File: config.mk
export PLATFORM = sky130hd
export DESIGN_NAME = priority_encoder_4x2_seq
export DESIGN_NICKNAME = d
export VERILOG_FILES = /design/src/rtl/prio_enc_pkg.sv /design/src/rtl/prio_enc_comb_4x2.sv /design/src/rtl/priority_encoder_4x2_seq.sv
export SDC_FILE = /design/constraint.sdc
export NUM_CORES = 1
export LEC_CHECK = 0
export BUFFER_PORTS_ARGS = -buffer_cell sky130_fd_sc_hd__buf_2
export CAP_MARGIN = 20
export CELL_PAD_IN_SITES_DETAIL_PLACEMENT = 0
export CELL_PAD_IN_SITES_GLOBAL_PLACEMENT = 1
export CORE_AREA = 3 3 43 45
export DETAILED_ROUTE_END_ITERATION = 7
export DIE_AREA = 0 0 46 48
export HOLD_SLACK_MARGIN = 0.12
export PLACE_DENSITY = 0.7
export SYNTH_ARGS = -nofsm -noshare
export SYNTH_HDL_FRONTEND = slang
export SYNTH_SLANG_ARGS = --single-unit
File: constraint.sdc
create_clock -name clk -period 1.5 [get_ports clk]
set_clock_uncertainty 0.05 [all_clocks]
set_input_delay 0.45 -clock clk [delete_from_list [all_inputs] [get_ports clk]]
set_output_delay 0.45 -clock clk [all_outputs]
set_load 0.005 [all_outputs]
File: src/rtl/prio_enc_pkg.sv
// Shared sizes, FSM state type and the fixed-priority index helper for the
// sequential 4-to-2 priority encoder.
package prio_enc_pkg;
  localparam int N_REQ  = 4;
  localparam int CODE_W = 2;

  typedef enum logic {
    IDLE    = 1'b0,
    PRESENT = 1'b1
  } enc_state_t;

  // Later (higher) indices overwrite earlier ones, so bit 3 wins.
  function automatic logic [CODE_W-1:0] highest_index(input logic [N_REQ-1:0] p);
    highest_index = '0;
    for (int i = 0; i < N_REQ; i++)
      if (p[i]) highest_index = CODE_W'(i);
  endfunction
endpackage

File: src/rtl/prio_enc_comb_4x2.sv
// Combinational 4-to-2 priority encoder: highest set index plus an any flag.
module prio_enc_comb_4x2
  import prio_enc_pkg::*;
(
  input  logic [N_REQ-1:0]  pend,
  output logic [CODE_W-1:0] idx,
  output logic              any
);
  assign idx = highest_index(pend);
  assign any = |pend;
endmodule

File: src/rtl/priority_encoder_4x2_seq.sv
// Sequential 4-to-2 priority encoder: captures requests into a pending register
// and presents the highest pending index under a valid/ack handshake.
module priority_encoder_4x2_seq
  import prio_enc_pkg::*;
#(
  parameter bit EDGE_DETECT = 1'b0
) (
  input  logic              clk,
  input  logic              rst_n,
  input  logic              en,
  input  logic [N_REQ-1:0]  req,
  input  logic              ack,
  input  logic              clr_ovf,
  output logic [CODE_W-1:0] code,
  output logic              valid,
  output logic [N_REQ-1:0]  pending,
  output logic              overflow
);
  enc_state_t        state_q, state_d;
  logic [N_REQ-1:0]  pending_q, pending_d;
  logic [N_REQ-1:0]  req_q, req_d;
  logic [CODE_W-1:0] code_q, code_d;
  logic              valid_q, valid_d;
  logic              overflow_q, overflow_d;

  logic [N_REQ-1:0]  set_cond, clr_mask;
  logic [CODE_W-1:0] cur_idx, post_idx;
  logic              cur_any, post_any, ack_fire;

  prio_enc_comb_4x2 u_enc_cur  (.pend(pending_q), .idx(cur_idx),  .any(cur_any));
  prio_enc_comb_4x2 u_enc_post (.pend(pending_d), .idx(post_idx), .any(post_any));

  always_comb begin
    req_d    = req;
    set_cond = '0;
    if (en) set_cond = EDGE_DETECT ? (req & ~req_q) : req;
    ack_fire = (state_q == PRESENT) && ack;
    clr_mask = ack_fire ? (N_REQ'(1) << code_q) : '0;
    // Sets are OR'ed after the clear, so a same-cycle set on the acked bit keeps it.
    pending_d  = (pending_q & ~clr_mask) | set_cond;
    overflow_d = (overflow_q & ~clr_ovf) | (|(set_cond & pending_q & ~clr_mask));
  end

  always_comb begin
    state_d = state_q;
    code_d  = code_q;
    valid_d = valid_q;
    case (state_q)
      IDLE: begin
        if (cur_any) begin
          state_d = PRESENT;
          code_d  = cur_idx;
          valid_d = 1'b1;
        end else begin
          code_d  = '0;
          valid_d = 1'b0;
        end
      end
      PRESENT: begin
        // Back-to-back reload from the post-ack pending value avoids a bubble.
        if (ack_fire) begin
          if (post_any) begin
            code_d  = post_idx;
            valid_d = 1'b1;
          end else begin
            state_d = IDLE;
            code_d  = '0;
            valid_d = 1'b0;
          end
        end
      end
      default: begin
        state_d = IDLE;
        code_d  = '0;
        valid_d = 1'b0;
      end
    endcase
  end

  always_ff @(posedge clk or negedge rst_n) begin
    if (!rst_n) begin
      state_q    <= IDLE;
      pending_q  <= '0;
      req_q      <= '0;
      code_q     <= '0;
      valid_q    <= 1'b0;
      overflow_q <= 1'b0;
    end else begin
      state_q    <= state_d;
      pending_q  <= pending_d;
      req_q      <= req_d;
      code_q     <= code_d;
      valid_q    <= valid_d;
      overflow_q <= overflow_d;
    end
  end

  assign code     = code_q;
  assign valid    = valid_q;
  assign pending  = pending_q;
  assign overflow = overflow_q;
endmodule

## After elaboration in Yosys (flattened, before gate mapping)

Index checks and enable logic that the tools add are counted.

| word-level totals | value |
|---|---|
| register bits after elaboration | 9 |
| logic and storage cells | 38 |
| input port bits | 9 |
| output and inout port bits | 8 |

| operators by class | value |
|---|---|
| reductions and logical operators | 4 |
| bitwise operators | 9 |
| equal/unequal tests | 1 |
| shift-type cells | 1 |
| muxes and demuxes | 18 |

Operator list:

| kind | count |
|---|---|
| 2-to-1 mux 2 bit | 7 |
| bitwise AND 4 bit | 3 |
| OR reduction 4 bit | 3 |
| 2-to-1 mux 4 bit | 2 |
| 2-to-1 mux 1 bit | 6 |
| inverter 4 bit | 1 |
| bitwise OR 4 bit | 1 |
| case mux 1 bit (2 select lines) | 2 |
| case mux 2 bit (2 select lines) | 1 |
| left shift 1 x 2 -> 4 bit, first input constant | 1 |
| inequality test 2 x 1 -> 1 bit, second input constant | 1 |
| inverter 1 bit | 2 |
| bitwise AND 1 bit | 1 |
| logical AND 1 bit | 1 |
| bitwise OR 1 bit | 1 |

## Depth between registers and ports, before layout

Gate-level depths: netlist (run 1).

| logic depth | value |
|---|---|
| depth in word-level cells | 11 |
| gate-level depth with buffers | 5 |
| depth with buffers taken out | 4 |

## Hierarchy

A second synthesis (run 1) with hierarchy kept.

| second synthesis, totals | value |
|---|---|
| cell total of the unflattened synthesis | 51 |
| area, all modules | 493.0 um^2 |

By module, submodules not included:

| module | area each (um^2) | instances | cells an instance |
|---|---|---|---|
| priority_encoder_4x2_seq | 445.4 | 1 | 43 |
| prio_enc_comb_4x2 | 23.8 | 2 | 4 |

## Worst setup path before layout (run 1)

OpenSTA, ideal clock, no wires.

| path | value |
|---|---|
| path kind | in2reg |
| start | input ack |
| end | register valid_q, in the netlist valid |
| data required time | 1.323 ns |
| stages on the path | 5 |
| arrival | 1.307 ns |
| slack | 0.016 ns |
| path through | buf_2 > nand4b_4 > a22o_4 > nor4_4 > nor3_1 |

| on the way | value |
|---|---|
| longest elaborated chain between the ends | 9 |
| elaborated cells between the ends (all ways) | 10 |

Ends and longest elaborated chain:

| what | line | source |
|---|---|---|
| start: declaration | priority_encoder_4x2_seq.sv:12 | `input logic ack,` |
| logical AND 1 bit | priority_encoder_4x2_seq.sv:37 | `ack_fire = (state_q == PRESENT) && ack;` |
| 2-to-1 mux 4 bit | priority_encoder_4x2_seq.sv:38 | `clr_mask = ack_fire ? (N_REQ'(1) << code_q) : '0;` |
| inverter 4 bit | priority_encoder_4x2_seq.sv:40 | `pending_d = (pending_q & ~clr_mask) \| set_cond;` |
| bitwise AND 4 bit | priority_encoder_4x2_seq.sv:40 |  |
| bitwise OR 4 bit | priority_encoder_4x2_seq.sv:40 |  |
| named net pending_d[2] | priority_encoder_4x2_seq.sv:20 | `logic [N_REQ-1:0] pending_q, pending_d;` |
| OR reduction 4 bit | prio_enc_comb_4x2.sv:10 | `assign any = \|pend;` |
| 2-to-1 mux 1 bit | priority_encoder_4x2_seq.sv:62 | `if (post_any) begin` |
| 2-to-1 mux 1 bit | priority_encoder_4x2_seq.sv:61 | `if (ack_fire) begin` |
| case mux 1 bit (2 select lines) | priority_encoder_4x2_seq.sv:48 | `case (state_q)` |
| end signal: assignment | priority_encoder_4x2_seq.sv:93 | `valid_q <= valid_d;` |
| end: declaration | priority_encoder_4x2_seq.sv:23 | `logic valid_q, valid_d;` |

The timed path passes the listed nets, and every way through them passes these cells. The select of a mux whose other input is x is not followed.
A chain may end at the register's enable or synchronous reset.

## Final worst setup path (run 1)

| path | value |
|---|---|
| start | register code_q[1], in the netlist code[1] |
| end | output code[1] |

RTL lines:

| what | line | source |
|---|---|---|
| start: declaration | priority_encoder_4x2_seq.sv:22 | `logic [CODE_W-1:0] code_q, code_d;` |
| start signal: assignment | priority_encoder_4x2_seq.sv:92 | `code_q <= code_d;` |
| end: declaration | priority_encoder_4x2_seq.sv:14 | `output logic [CODE_W-1:0] code,` |

No word-level cell between the ends.

==> summary.txt, run 1 <==
Run status
  – Outcome: completed

Yosys
  – Sequential share of the synthesized area: 0.4423
  – Leading area contributor after synthesis: dfrtp_1
  – Post-Synth Simple-Gate Area: 0.2752
  – Adder-Cell Fraction of Synth Area: 0
  – Synth area leaders: dfrtp_1, a22o_1, nand4b_4
  – Combinational family with the most area after synthesis: simple AND/OR/NAND/NOR gates
  – Synth Flop Type: dfrtp_1
  – Commonest cells in the netlist: dfrtp_1, nor2_1, a22o_1
  – Post-synthesis mux area share: 0
  – Syn Inst Count: 46
  – Area share of the largest cell type after synthesis: 0.4423
  – Yosys reg bits: 9
  – Post-synthesis xor/xnor area fraction: 0
  – Number of enable flip-flop cells after synthesis: 0
  – Netlist cell types: 28
  – Post-synthesis compound-gate area fraction: 0.2359
  – Cell area after synthesis: 509.2 sq um
  – Syn avg cell area: 11.07 sq um
  – Async SR Flop Fraction: 1.000
  – Yosys warns: 0
  – Mapped Nets: 55
  – Most frequent cell after synthesis: dfrtp_1

Detailed routing
  – Drt pass-1 iters: 4
  – Total number of vias: 481
  – Via density: 5.466
  – Post-route DRC: 0
  – DRT iter0 DRCs: 5
  – Routed length per instance: 14.24 um
  – Drt total wl: 1253 um
  – Final ANT Viol Nets: 0

Setup path
  – Critical-path cell list: buf_4 -> buf_2
  – Critical Path AT: 930 ps
  – R2R depth: 4
  – Req. time, crit path: 1000 ps
  – Startpoint Class: flip-flop
  – Max FO, Critical Path: 4
  – CP Class: reg2out
  – Max stage delay on crit path: 400 ps
  – Setup crit end kind: output pin
  – Worst R2R Start: code[1]
  – Critical Path Source: code[1]
  – Slowest CP cell: dfrtp_1

Floorplanning
  – Number of I/O pins: 17
  – Initial Util: 0.3380
  – Die width: 46 um
  – Core area: 1506 sq um
  – FP Rows: 14
  – Die area: 2208 sq um
  – Chip Height: 48 um

Final layout
  – Layout area overhead: 34.40%
  – N_diodes: 0
  – Share of cells above drive strength 1: 0.4306
  – Final instance area: 684.4 sq um
  – Nets@finish: 82

Power and ir drop
  – Worst vdd ir: 566.8 uV
  – Leakage: 0.2970 nW
  – Power per Cell Area: 1452 nW/um^2

Placed design
  – Dpl hpwl: 994.6 um
  – Post-DP Area: 638.1 sq um
  – Port bufs: 16
  – Global placement routability congestion: 0.7488

Worst hold path
  – WHS Path Cells: 2
  – Hold Crit Start: clr_ovf
  – HP Class: in2reg

Global route
  – Remaining global-route overflow: 0
  – Largest net degree at the start of global routing: 10
  – Number of global-route vias before repair: 463
  – Total track usage: 0.1383
  – First-pass GRT wire length: 2090 um
  – Initial antenna violation count: 0

Clocking
  – Max clock buf depth: 2
  – CTS Buf Count: 3
  – CTS tree: yes
  – H-tree Lvls: 1
  – Sink Count: 9
  – Clk_lat worst skew: 270 ps
  – Clock-pin slew on the worst setup and hold paths: 60 ps
  – Root Buffer Master: clkbuf_4

Timing
  – Slew @ Worst Pin: 257.9 ps
  – Min cycle time layout: 1431 ps
  – RSZ-0062 raised after global routing: no
  – FMAX: 698.7 MHz
  – Fin crit share: 0.9541
  – Final Hold Vio Count: 0
  – Slew Viols, Final: 0
  – Hold Slack: 358.3 ps
  – Final Setup Violations: 0
  – Max_slew headroom: 0.8281

Job
  – Max cap viols: 0
==> critical path: cells and delay by family (launching register included) <==
kind	cells	cell delay, ps
flops	1	400
buf+inv	2	270
==> layout by cell type (no fill, tap or decap), types with 2 or more instances in the layout <==
| cell | netlist | routed |
|---|---|---|
| buf_2 | 1 | 16 |
| nor3_1 | 2 | 2 |
| buf_4 | 0 | 7 |
| nor2_1 | 5 | 5 |
| nand2_1 | 2 | 2 |
| a211oi_1 | 2 | 2 |
| dfrtp_1 | 9 | 7 |
| inv_1 | 2 | 2 |
| a22o_1 | 3 | 3 |
| dfrtp_2 | 0 | 2 |
| clkbuf_4 | 0 | 3 |
==> cells by family (layout without fill, tap and decap cells) <==
kind of cell | Yosys count | after routing
AND/OR/NAND/NOR | 19 | 19
AO/OA/AOI/OAI | 14 | 14
flip-flops | 9 | 9
buffers and inverters | 4 | 30
==> sequential cells by signal (all words and copies together), names as in the netlist <==
| register | flops |
|---|---|
| state_q | 1 |
| pending | 4 |
| overflow | 1 |
| valid | 1 |
| code | 2 |
==> timing repair <==
item	4_1_cts	5_1_grt
gates resized for setup	0	2
endpoints found under the setup margin	0	2
buffers inserted	0	1
hold buffers	1	0
endpoints found under the hold margin	9	0
==> metrics by stage <==
stage	std cells	utilization	total power, W	setup WS [ps]	TNS (ps)
floorplan	46	-	0.0005970	15.61	0
global route	88	0.4543	0.001076	6.367	0
CTS	87	0.4477	0.0009883	27.33	0
detailed placement	82	0.4236	0.0007931	-48.15	-74.11
finish	88	0.4543	0.0009939	68.82	0
global placement	82	0.4236	0.0007935	-53.02	-86.28
==> area by class of cell <==
| class | instances | area (sq um) |
|---|---|---|
| inverter | 2 | 7.507 |
| sequential | 9 | 227.7 |
| timing repair buffer | 24 | 142.6 |
| multi-input combinational | 33 | 260.3 |
| tap | 16 | 20.02 |
| fill | 149 | 822.0 |
| clock buffer | 4 | 26.28 |
==> per-layer routing <==
layer / global-route usage / vias to the layer above / routed length, um
met4: 0.1023 / 0 / 25
li1: - / 233 / -
met3: 0.01128 / 2 / 77
met1: 0.1701 / 229 / 506
met2: 0.2253 / 17 / 644
met5: 0 / - / 0
==> path summary, 6_finish.rpt <==
kind,to,slack (ps)
max in group asynchronous,code[0],700
setup / recovery,code[1],70
setup reg to reg,valid,80
hold / removal,overflow,360
hold reg to reg,overflow,530
min in group asynchronous,pending[3],510
==> power breakdown <==
group	internal [W]	leakage [nW]	switching [W]
registers	0.000309	0.0886	0.0000758
logic	0.000230	0.193	0.000183
clock network	0.000103	0.0150	0.0000921
total	0.000643	0.297	0.000351
Note: power is estimated with default switching activity, not from simulation.
==> inputs of run 2 (changes only) <==
CORE_AREA = 3 3 45 47   (was 3 3 43 45)
DIE_AREA = 0 0 48 50   (was 0 0 46 48)
PLACE_DENSITY = 0.65   (was 0.7)
==> summary.txt, run 2 (synthesis results as in run 1) <==
Timing
  – Slew @ Worst Pin: 232.9 ps (was 257.9 ps)
  – Max_slew headroom: 0.8447 (was 0.8281)
  – Min cycle time layout: 1440 ps (was 1431 ps)
  – Final Hold Vio Count: 0 (unchanged)
  – Slew Viols, Final: 0 (unchanged)
  – Post-route setup slack: 59.84 ps (was 68.82 ps)
  – FMAX: 694.4 MHz (was 698.7 MHz)
  – Final Setup Violations: 0 (unchanged)
  – RSZ-0062 raised after global routing: no (unchanged)
  – Hold Slack: 375.4 ps (was 358.3 ps)
  – Fin crit share: 0.9601 (was 0.9541)

Final layout
  – Final instance area: 679.4 sq um (was 684.4 sq um)
  – FF+latch area: 229.0 sq um (was 227.7 sq um)
  – Commonest non-fill, non-tap cell in the layout: buf_2 (unchanged)
  – Core Util, Final: 0.4022 (was 0.4543)
  – Cell Count, Final, Fillers Out: 88 (unchanged)
  – N_diodes: 0 (unchanged)
  – Share of cells above drive strength 1: 0.4366 (was 0.4306)
  – Nets@finish: 81 (was 82)
  – Fillers: 181 (was 149)
  – Max reg flops: 4 (unchanged)
  – Layout area overhead: 33.42% (was 34.40%)
  – Multi-input logic area: 260.3 sq um (unchanged)
  – Most frequent cells in the layout: buf_2, dfrtp_1, buf_4 (unchanged)

Clocking
  – CTS Buf Count: 3 (unchanged)
  – H-tree Lvls: 1 (unchanged)
  – Sink Count: 9 (unchanged)
  – CTS tree: yes (unchanged)
  – Clk_lat worst skew: 260 ps (was 270 ps)
  – Clock-pin slew on the worst setup and hold paths: 60 ps (about the same)
  – Root Buffer Master: clkbuf_4 (unchanged)
  – Max clock buf depth: 2 (unchanged)

Floorplanning
  – Initial Util: 0.3015 (was 0.3380)
  – FP Rows: 15 (was 14)
  – Die width: 48 um (was 46 um)
  – Chip Height: 50 um (was 48 um)
  – Die area: 2400 sq um (was 2208 sq um)
  – Core area: 1689 sq um (was 1506 sq um)
  – Number of I/O pins: 17 (unchanged)

Setup path
  – Worst R2R Start: code[1] (unchanged)
  – Max FO, Critical Path: 5 (was 4)
  – Setup crit end kind: output pin (unchanged)
  – Startpoint Class: flip-flop (unchanged)
  – R2R depth: 4 (unchanged)
  – Req. time, crit path: 1000 ps (about the same)
  – Critical Path AT: 940 ps (was 930 ps)
  – CP Class: reg2out (unchanged)
  – Reg2reg end: valid (unchanged)
  – Cell family with most CP delay: flip-flops (unchanged)
  – CP bufs+invs: 2 (unchanged)
  – Max stage delay on crit path: 420 ps (was 400 ps)
  – Reg2Reg Setup Slack: 90 ps (was 80 ps)
  – Slowest CP cell: dfrtp_2 (was dfrtp_1)
  – Critical-path cell list: buf_4 -> buf_2 (unchanged)

Run status
  – Outcome: completed (unchanged)

Global route
  – First-pass GRT wire length: 2007 um (was 2090 um)
  – Number of global-route vias before repair: 455 (was 463)
  – Total track usage: 0.1180 (was 0.1383)
  – Remaining global-route overflow: 0 (unchanged)
  – Initial antenna violation count: 0 (unchanged)
  – Largest net degree at the start of global routing: 10 (unchanged)

Detailed routing
  – Final ANT Viol Nets: 0 (unchanged)
  – Post-route DRC: 0 (unchanged)
  – Total number of vias: 498 (was 481)
  – Drt pass-1 iters: 4 (unchanged)
  – Routed length per instance: 13.77 um (was 14.24 um)
  – DRT iter0 DRCs: 4 (was 5)
  – Drt total wl: 1212 um (was 1253 um)
  – Via density: 5.659 (was 5.466)

Power and ir drop
  – Logic pwr share: 0.415 (was 0.416)
  – Int Power: 0.0006367 W (was 0.0006426 W)
  – Power per Cell Area: 1438 nW/um^2 (was 1452 nW/um^2)
  – Worst vdd ir: 649.5 uV (was 566.8 uV)
  – Leakage: 0.2921 nW (was 0.2970 nW)
  – Switching power: 0.0003403 W (was 0.0003513 W)
  – Switching Share: 0.3483 (was 0.3534)
  – Flop pwr share: 0.395 (was 0.387)
  – Clock share of power: 0.190 (was 0.196)

Worst hold path
  – WHS Path Cells: 2 (unchanged)
  – Hold Crit Start: clr_ovf (unchanged)
  – HP Class: in2reg (unchanged)
  – Hold Path Sink: overflow (unchanged)

Placed design
  – Global placement routability congestion: 0.7234 (was 0.7488)
  – Port bufs: 16 (unchanged)
  – DP Cell Count: 82 (unchanged)
  – Setup WS pre-CTS: -54.66 ps (was -48.15 ps)
  – Dpl hpwl: 962.9 um (was 994.6 um)
  – Post-DP Area: 631.9 sq um (was 638.1 sq um)

Job
  – Max cap viols: 0 (unchanged)
-- run 2: cell type report --
type,instances,share of cell area
Inverter,2,0.01105
Tap cell,17,0.03131
Timing Repair Buffer,23,0.1989
Multi-Input combinational cell,33,0.3831
Sequential cell,9,0.3370
Clock buffer,4,0.03867
-- run 2: power groups by stage --
stage	Clock [W]	Sequential (W)	Combinational, W
after floorplan	0	0.000398	0.000200
after CTS	0.000197	0.000387	0.000391
after detailed placement	0	0.000391	0.000387
after global placement	0	0.000392	0.000387
final	0.000185	0.000386	0.000406
after global routing	0.000208	0.000400	0.000445
-- run 2: through the flow --
stage          setup TNS (ps)  power [W]
4_1_cts                     0  0.0009743
3_5_place_dp           -88.05  0.0007787
5_1_grt                     0   0.001052
6_report                    0  0.0009770
3_3_place_gp           -100.2  0.0007785
2_1_floorplan               0  0.0005970
-- run 2: repair_timing --
action | 4_1_cts | 5_1_grt
endpoints found under the setup margin | 0 | 3
hold buffers | 1 | 0
endpoints found under the hold margin | 9 | 0
resized for setup | 0 | 3
buffers inserted | 0 | 1
-- run 2: worst max-delay path by stage --
stage / slack (ps) / to / start / cells past startpoint
after CTS: 10 / code[1] / code[1] / 2
final: 60 / code[1] / code[1] / 2
after global placement: -50 / valid / ack / 5
after detailed placement: -50 / valid / ack / 5
after floorplan: 20 / valid / ack / 5
after global routing: 10 / valid / code[0] / 4
-- run 2: per-layer routing --
metal	vias to the layer above	routed length, um	GRT usage
met5	-	0	0
li1	231	-	-
met3	6	68	0.03285
met4	0	35	0.06726
met1	239	566	0.1659
met2	22	541	0.1564
==> inputs of run 3 (changes only) <==
SETUP_SLACK_MARGIN = 0.15   (was default)
==> summary.txt, run 3 (synthesis results as in run 1) <==
Final layout
  – N_diodes: 0 (unchanged)
  – Layout area overhead: 62.16% (was 33.42%)
  – Fillers: 167 (was 181)
  – Share of cells above drive strength 1: 0.5595 (was 0.4366)
  – Nets@finish: 94 (was 81)
  – Commonest non-fill, non-tap cell in the layout: buf_4 (was buf_2)
  – Cell Count, Final, Fillers Out: 101 (was 88)
  – Final instance area: 825.8 sq um (was 679.4 sq um)
  – Most frequent cells in the layout: buf_4, buf_2, buf_6 (was buf_2, dfrtp_1, buf_4)
  – Max reg flops: 4 (unchanged)

Floorplanning
  – Initial Util: 0.3015 (unchanged)
  – Chip Height: 50 um (unchanged)
  – FP Rows: 15 (unchanged)
  – Core area: 1689 sq um (unchanged)
  – Number of I/O pins: 17 (unchanged)
  – Die width: 48 um (unchanged)
  – Die area: 2400 sq um (unchanged)

Clocking
  – H-tree Lvls: 1 (unchanged)
  – Sink Count: 9 (unchanged)
  – Root Buffer Master: clkbuf_4 (unchanged)
  – Max clock buf depth: 2 (unchanged)
  – Clk_lat worst skew: 260 ps (about the same)
  – CTS tree: yes (unchanged)
  – CTS Buf Count: 3 (unchanged)
  – Clock-pin slew on the worst setup and hold paths: 60 ps (about the same)

Setup path
  – R2R depth: 4 (unchanged)
  – Critical Path AT: 930 ps (was 940 ps)
  – Cell family with most CP delay: flip-flops (unchanged)
  – CP bufs+invs: 2 (unchanged)
  – Max FO, Critical Path: 5 (unchanged)
  – Slowest CP cell: dfrtp_1 (was dfrtp_2)
  – Startpoint Class: flip-flop (unchanged)
  – Worst path depth: 2 (unchanged)
  – Most frequent CP cell: buf_6
  – Max stage delay on crit path: 420 ps (about the same)
  – CP Class: reg2out (unchanged)
  – Critical-path cell list: buf_6 -> buf_6 (was buf_4 -> buf_2)
  – Setup crit end kind: output pin (unchanged)
  – Req. time, crit path: 1000 ps (about the same)

Timing
  – Final Setup Violations: 0 (unchanged)
  – RSZ-0062 raised after global routing: yes (was no)
  – FMAX: 699.0 MHz (was 694.4 MHz)
  – Total negative slack: 0 ps (unchanged)
  – Final Hold Vio Count: 0 (unchanged)
  – Min cycle time layout: 1431 ps (was 1440 ps)
  – Max_slew headroom: 0.8578 (was 0.8447)
  – Hold Slack: 358.5 ps (was 375.4 ps)
  – Slew @ Worst Pin: 211.7 ps (was 232.9 ps)
  – Slew Viols, Final: 0 (unchanged)
  – Fin crit share: 0.9537 (was 0.9601)

Power and ir drop
  – Power per Cell Area: 1434 nW/um^2 (was 1438 nW/um^2)
  – Leakage: 0.3674 nW (was 0.2921 nW)
  – Worst vdd ir: 678.6 uV (was 649.5 uV)
  – PnR Total Power: 0.001184 W (was 0.0009770 W)

Run status
  – Outcome: completed (unchanged)

Placed design
  – Global placement routability congestion: 0.7245 (was 0.7234)
  – Post-DP Area: 671.9 sq um (was 631.9 sq um)
  – Dpl hpwl: 1074 um (was 962.9 um)
  – DP Cell Count: 87 (was 82)
  – Port bufs: 16 (unchanged)

Job
  – Max cap viols: 0 (unchanged)

Detailed routing
  – Post-route DRC: 0 (unchanged)
  – Via density: 5.218 (was 5.659)
  – Routed length per instance: 14.39 um (was 13.77 um)
  – Total number of vias: 527 (was 498)
  – Final ANT Viol Nets: 0 (unchanged)
  – Drt pass-1 iters: 4 (unchanged)
  – Drt total wl: 1453 um (was 1212 um)
  – DRT iter0 DRCs: 5 (was 4)

Global route
  – Number of global-route vias before repair: 534 (was 455)
  – First-pass GRT wire length: 2180 um (was 2007 um)
  – Total track usage: 0.1368 (was 0.1180)
  – Largest net degree at the start of global routing: 10 (unchanged)
  – Initial antenna violation count: 0 (unchanged)
  – Remaining global-route overflow: 0 (unchanged)

Worst hold path
  – WHS Path Cells: 2 (unchanged)
  – HP Class: in2reg (unchanged)
## run 3: changes by cell type in the layout (fill, tap and decap cells not counted), sizes merged
cell | before | now
buf | 22 | 35
## run 3: worst paths after layout
| path | startpoint | endpoint | slack [ps] |
|---|---|---|---|
| setup / recovery | code[1] | code[1] | 70 |
| hold / removal | clr_ovf | overflow | 360 |
| setup reg to reg | pending[3] | valid | 90 |
| hold reg to reg | state_q | code[1] | 510 |
| max in group asynchronous | rst_n | state_q | 680 |
| min in group asynchronous | rst_n | valid | 520 |
## run 3: repair_timing
action | 4_1_cts | 5_1_grt
gates cloned | 0 | 0
setup endpoints to repair | 10 | 11
hold buffers | 1 | 0
resized for setup | 10 | 3
endpoints found under the hold margin | 9 | 0
pin swaps | 1 | 3
buffers inserted | 8 | 1
## run 3: cell type report
cell class / count / area (sq um) / share of cell area
inverter: 2 / 7.507 / 0.009091
sequential: 9 / 229.0 / 0.2773
timing repair buffer: 36 / 270.3 / 0.3273
multi-input combinational: 33 / 271.5 / 0.3288
clock buffer: 4 / 26.28 / 0.03182
tap: 17 / 21.27 / 0.02576
## run 3: power breakdown
part | leakage (nW) | switching, W | internal, W
sequential | 0.0877 | 0.0000763 | 0.000312
clock | 0.0150 | 0.0000806 | 0.000102
combinational | 0.265 | 0.000242 | 0.000371
## run 3: metrics by stage
stage          setup slack (ps)  utilization
2_1_floorplan             83.84            -
3_3_place_gp             -74.28       0.3978
3_5_place_dp             -72.96       0.3978
4_1_cts                   59.08       0.4748
5_1_grt                   32.80       0.4889
6_report                  69.47       0.4889
## run 3: layer usage
metal / track usage / vias to the layer above / routed length [um]
li1: - / 262 / -
met1: 0.1700 / 248 / 659
met2: 0.2048 / 12 / 699
met3: 0.03285 / 5 / 51
met4: 0.08072 / 0 / 42
met5: 0 / - / 0
